**src/rtl/branch_pc_pkg.sv**
```systemverilog
// Shared types and constants for the fetch-side branch/PC stage.
package branch_pc_pkg;

  localparam int unsigned XLEN  = 32;
  localparam int unsigned OFF_W = 12;
  localparam int unsigned CNT_W = 3;

  localparam logic [XLEN-1:0] PC_STEP = 32'd4;

  typedef enum logic [1:0] {
    ST_RUN   = 2'd0,
    ST_HOLD  = 2'd1,
    ST_FLUSH = 2'd2
  } pc_state_e;

  typedef struct packed {
    logic [XLEN-1:0] target;
    logic            misalign;
  } target_t;

endpackage

```
**src/rtl/branch_target_calc.sv**
```systemverilog
// Control-transfer target selection (jal > jalr > branch) and misalign detection.
module branch_target_calc
  import branch_pc_pkg::*;
(
  input  logic             jal,
  input  logic             jalr,
  input  logic [OFF_W-1:0] branoff,
  input  logic [XLEN-1:0]  pc_id,
  output target_t          tgt_c
);

  logic [XLEN-1:0] off_sext;
  logic [XLEN-1:0] target;

  always_comb begin
    off_sext = {{(XLEN-OFF_W){branoff[OFF_W-1]}}, branoff};
    // jalr offset is already rs1+imm; only bit 0 is cleared
    if (jalr && !jal) begin
      target = {{(XLEN-OFF_W){1'b0}}, branoff[OFF_W-1:1], 1'b0};
    end else begin
      target = pc_id + off_sext;
    end
    tgt_c.target   = target;
    tgt_c.misalign = target[1];
  end

endmodule

```
**src/rtl/branch_pc_unit.sv**
```systemverilog
// Fetch PC register with redirect, stall-deferred redirect (HOLD) and flush window.
module branch_pc_unit
  import branch_pc_pkg::*;
#(
  parameter logic [XLEN-1:0] RESET_PC     = 32'h0000_0000,
  parameter int unsigned     FLUSH_CYCLES = 2
) (
  input  logic             clk,
  input  logic             rst_n,
  input  logic             stall,
  input  logic             br_valid,
  input  logic             br_taken,
  input  logic             jal,
  input  logic             jalr,
  input  logic [OFF_W-1:0] branoff,
  input  logic [XLEN-1:0]  pc_id,
  output logic [XLEN-1:0]  pc_if,
  output logic             redirect,
  output logic             flush,
  output logic [XLEN-1:0]  link_addr,
  output logic             misalign
);

  localparam logic [CNT_W-1:0] FLUSH_LOAD = CNT_W'(FLUSH_CYCLES);

  pc_state_e       state_q, state_nxt;
  logic [XLEN-1:0] pending_q, pending_nxt;
  logic [CNT_W-1:0] cnt_q, cnt_nxt;
  logic [XLEN-1:0] pc_nxt, link_nxt;
  logic            redirect_nxt, flush_nxt, misalign_nxt;

  logic            req_c;
  logic [XLEN-1:0] pc_seq_c;
  logic [XLEN-1:0] link_c;
  target_t         tgt_c;

  assign req_c    = br_valid & (jal | jalr | br_taken);
  assign pc_seq_c = pc_if + PC_STEP;
  assign link_c   = pc_id + PC_STEP;

  branch_target_calc u_target (
    .jal     (jal),
    .jalr    (jalr),
    .branoff (branoff),
    .pc_id   (pc_id),
    .tgt_c   (tgt_c)
  );

  // Next-state and registered-output logic
  always_comb begin
    state_nxt    = state_q;
    pending_nxt  = pending_q;
    cnt_nxt      = cnt_q;
    pc_nxt       = pc_if;
    link_nxt     = link_addr;
    redirect_nxt = 1'b0;
    flush_nxt    = 1'b0;
    misalign_nxt = 1'b0;

    case (state_q)
      ST_RUN: begin
        if (!stall) begin
          pc_nxt = pc_seq_c;
        end
        if (req_c) begin
          if (tgt_c.misalign) begin
            misalign_nxt = 1'b1;
          end else begin
            if (jal || jalr) begin
              link_nxt = link_c;
            end
            flush_nxt = 1'b1;
            if (stall) begin
              pending_nxt = tgt_c.target;
              state_nxt   = ST_HOLD;
            end else begin
              pc_nxt       = tgt_c.target;
              redirect_nxt = 1'b1;
              cnt_nxt      = FLUSH_LOAD;
              state_nxt    = ST_FLUSH;
            end
          end
        end
      end

      ST_HOLD: begin
        flush_nxt = 1'b1;
        if (!stall) begin
          pc_nxt       = pending_q;
          redirect_nxt = 1'b1;
          cnt_nxt      = FLUSH_LOAD;
          state_nxt    = ST_FLUSH;
        end
      end

      ST_FLUSH: begin
        flush_nxt = 1'b1;
        if (!stall) begin
          pc_nxt  = pc_seq_c;
          cnt_nxt = cnt_q - CNT_W'(1);
          // last flush cycle: drop flush together with the return to RUN
          if (cnt_q == CNT_W'(1)) begin
            flush_nxt = 1'b0;
            state_nxt = ST_RUN;
          end
        end
      end

      default: begin
        state_nxt = ST_RUN;
      end
    endcase
  end

  always_ff @(posedge clk or negedge rst_n) begin
    if (!rst_n) begin
      state_q   <= ST_RUN;
      pending_q <= '0;
      cnt_q     <= '0;
      pc_if     <= RESET_PC;
      link_addr <= '0;
      redirect  <= 1'b0;
      flush     <= 1'b0;
      misalign  <= 1'b0;
    end else begin
      state_q   <= state_nxt;
      pending_q <= pending_nxt;
      cnt_q     <= cnt_nxt;
      pc_if     <= pc_nxt;
      link_addr <= link_nxt;
      redirect  <= redirect_nxt;
      flush     <= flush_nxt;
      misalign  <= misalign_nxt;
    end
  end

endmodule

```
**config.mk**
```make
export PLATFORM = sky130hd
export DESIGN_NAME = branch_pc_unit
export DESIGN_NICKNAME = d
export VERILOG_FILES = /design/src/rtl/branch_pc_pkg.sv /design/src/rtl/branch_target_calc.sv /design/src/rtl/branch_pc_unit.sv
export SDC_FILE = /design/constraint.sdc
export NUM_CORES = 1
export LEC_CHECK = 0
export ABC_AREA = 1
export CAP_MARGIN = 30
export CORE_MARGIN = 5
export CORE_UTILIZATION = 45
export DETAILED_ROUTE_END_ITERATION = 10
export PLACE_DENSITY = 0.78
export SYNTH_ARGS = -nofsm -noshare
export SYNTH_HDL_FRONTEND = slang
export SYNTH_SLANG_ARGS = --single-unit
```
**constraint.sdc**
```tcl
create_clock -name clk -period 5.5 [get_ports clk]
set_input_delay 0.825 -clock clk [delete_from_list [all_inputs] [get_ports clk]]
set_output_delay 0.825 -clock clk [all_outputs]
set_load 0.05 [all_outputs]
```
==> results.md <==
- Status: finished clean
- YS warnings: 0
- Number of routed nets with antenna violations: 0
- Worst-path fanout max: 22
- Starting DRT DRC Count: slightly below 700
- Cells on worst reg2reg path: 10
- Largest net degree at the start of global routing: between 50 and 60
- Seq pwr share: roughly 28%
- Final setup fails: 0
- Vias in the first global route: 8,682
- DIE AREA: 0.0224 sq mm
- Hold-fix buffers at CTS: 0
- Final setup TNS: 0 ps
- Initial antenna violation count: 0
- Final hold slack: roughly 470 ps
- Switching Fraction: approximately 52%
- H-tree levels: 3
- Worst VDD drop: ~0.33 mV
- Fin util: around 54%
- Total grt overflow: 0
- Synth cell types: 46
- Buffers on Ports: approximately 120
- Actual slew at the worst max-slew pin: ~1000 ps
- Critical path cell sequence: clkdlybuf4s50_1 > ha_1 > nand2_1 > inv_1 > nand2_1 > nor3_1 > and2_1 > nand2_1 > nand3_1 > nand3_1 > nand2_1 > nand2_1 > a21oi_1
- Inserted Diodes: 0
- First-pass GRT wire length: around 44 mm
- Layout net count: around 1,600
- Dpl hpwl: around 20 mm
- CP bufs+invs: 2
- Startpoint Class: primary input
- DRC Markers: 0
- Sequential area share after synthesis: slightly below 30%
- Min Clock Period, post-route: about 3600 ps
- Vias: roughly 9,000
- Critical path class: in2reg
- CTS Buffer Depth: 2
- Share of the synthesized area in the top cell type: between 20% and 30%
- Final setup skew: between 9 and 10 ps
- Post-detailed-route wirelength per cell: 15.1 microns
- CTS Buf Count: 9
- #FFs+latches synth: 102
- I/O pin cnt: approximately 120
- Starting Density: 45.4%
- Rows: between 50 and 60
- Pint: roughly 2.4 mW
- Min-Delay Path Depth: 2
- Syn-to-layout area delta: 18.2%
- FFs w/ async S/R, synth: 100%
- Avg Vias per Cell: between 5 and 6
- Critical path arrival: about 3900 ps
- Comb pwr share: a little under 60%
- Mean Syn Cell Area: approximately 6.3 sq um
- Syn Nets: between 1,000 and 1,500
- Top_reg_cell synth: dfrtp_1
- Area of the multi-input gates: roughly 0.0053 sq mm
- FILL cells: roughly 2,000
- NetSw: roughly 2.6 mW
- Die Y: between 100 and 150 microns
- Worst setup EP type: flip-flop
- Initial DRT Pass Iterations: 6
- Clock power share: a little over an eighth
- Top cell by count, worst path: nand2_1
- Total core area: a little under 0.02 sq mm
- CP required: between 5000 and 6000 ps
- GPL Wtd Cong: between 0.8 and 0.9
- CTS Root Cell: clkbuf_16
- Hold Vio Cnt, Final: 0
- Clock Latency Late Sink: roughly 360 ps
- Largest cells by area after synthesis: dfrtp_1 (29%), nand2_1 (22%), inv_1 (7.6%)
- DRT Wirelength: ~26 mm
- Max cap viols: 0
- Worst path slowest cell: clkdlybuf4s50_1
- RSZ-0062 raised after global routing: false
- CP max stage delay: 950 ps
- CTS tree: built
- Cts repair resizes: 0
- CTS sink cnt: 102
- Synthesized area: 0.00878 sq mm
- LEAKAGE: roughly 5.3 nW
- EDFF count, synth: 0
- Relative slew slack: 31.6%
- Final Max Tran Viols: 0
- Fraction of layout cells with a size suffix above 1: about 4.6%
- PwrDens: 482 mW/mm^2
- Period Utilization, post-route: between 60 and 70%
- Die Wd: 150 microns
- Max Fclk: roughly 280 MHz
- Yosys top cell by area: dfrtp_1
- Synth Instances: ~1,400
- WP depth: 13
- Sequential Area: 0.00255 sq mm
- Worst Hold Class: reg2reg
- Clock slew at reported path FFs: approximately 80 ps
- Overall routing resource usage: 24.1%
- Post-CTS Setup Bufs: 0
- CP top delay family: simple AND/OR/NAND/NOR gates
final timing paths:
check,from,endpoint,slack [ps]
min in group asynchronous,rst_n,pc_if[2],490
max,branoff[11],pc_if[28],1940
max reg2reg,state_q[1],pc_if[2],2540
min reg2reg,link_addr[3],link_addr[3],470
max in group asynchronous,rst_n,link_addr[29],3850
min,link_addr[3],link_addr[3],470
cells by family after synthesis:
| logic type | after synthesis | share of synthesized area, % |
|---|---|---|
| fa+ha+maj | 40 | 5.78 |
| other cells | 1 | 0.0427 |
| xor+xnor | 46 | 4.59 |
| compound gates | 178 | 11.1 |
| buf+inv | 221 | 10.3 |
| simple gates | 801 | 39.1 |
| flops | 102 | 29.1 |
registers in the layout, indices dropped and copies added, names as in the netlist:
| register | count |
|---|---|
| pending_q | 31 |
| pc_if | 31 |
| misalign | 1 |
| state_q | 2 |
| cnt_q | 3 |
| flush | 1 |
| redirect | 1 |
| link_addr | 32 |
cells in the final DEF (no fill, tap or decap), types with 5 or more instances in the layout:
master,Yosys,routed
xor2_1,30,30
nor2_4,7,7
nand2_1,513,513
nor2_2,6,6
or2_2,7,7
xnor2_1,16,16
o21ai_0,47,47
inv_2,9,9
clkdlybuf4s50_1,0,115
nor3_1,18,18
o21ai_1,24,24
a21oi_1,73,73
nand3_1,81,81
nor2_1,116,116
a22oi_1,6,6
a31oi_1,9,9
o21bai_1,5,5
dfrtp_1,102,102
ha_1,39,39
nand2_2,9,9
inv_1,178,178
nand4_1,23,23
clkbuf_16,0,9
nand3b_1,5,5
Yosys cell counts, types with 4 or more instances:
cell type and number:
nand3_1 81, inv_1 178, or2_2 7, ha_1 39, buf_6 7, o21ai_1 24
xor2_1 30, o21ai_0 47, buf_2 9, nor2_2 6, nor2_1 116, nand3b_1 5
o21bai_1 5, a22oi_1 6, nor2_4 7, nand2_1 513, dfrtp_1 102, a31oi_1 9
inv_2 9, clkbuf_1 12, nand2_2 9, buf_4 4, a21oi_1 73, xnor2_1 16
nand4_1 23, nor3_1 18
worst reg2reg max path: stages (launching register included):
cell	delay [ps]
dfrtp_1	370
inv_1	80
ha_1	240
nand2_1	110
nand2_1	580
inv_2	790
o21ai_0	250
a21oi_1	170
o221ai_1	150
nand2_1	80
inv_1	30
layout make-up:
cell class	instances	area share [%]
clock inverters	6	0.639
inverters	189	6.83
multi-input cells	1066	51.3
flip-flops and latches	102	24.6
well taps	265	3.19
clock buffers	10	2.20
repair buffers	118	11.3
power groups by stage:
stage / Combinational (mW) / Sequential [mW] / Clock, mW
floorplan: 1.24 / 2.16 / 0
global placement: 2.84 / 1.41 / 0
detailed placement: 2.89 / 1.42 / 0
CTS: 2.90 / 1.41 / 0.690
global route: 3.17 / 1.47 / 0.727
finish: 2.91 / 1.42 / 0.681
routing by layer:
metal	GRT usage, %	share of wire [%]	vias to the layer above	wire length (microns)
met3	3.09	5.9	24	1550
met5	0	0	-	0
met4	4.80	1.1	0	287
met1	34.3	46	4117	12300
met2	39.8	47	296	12300
li1	-	-	4598	-
through the flow:
step | instances | total power [mW] | setup slack (ps) | cell area [sq um]
after floorplan | 1389 | 3.40 | 2970 | 8780
after global placement | 1740 | 4.26 | 1560 | 10100
after detailed placement | 1740 | 4.31 | 1550 | 10100
after CTS | 1756 | 5.00 | 1930 | 10400
after global routing | 1756 | 5.36 | 1660 | 10400
final | 1756 | 5.01 | 1940 | 10400
Power figures use the tool's default switching activity.
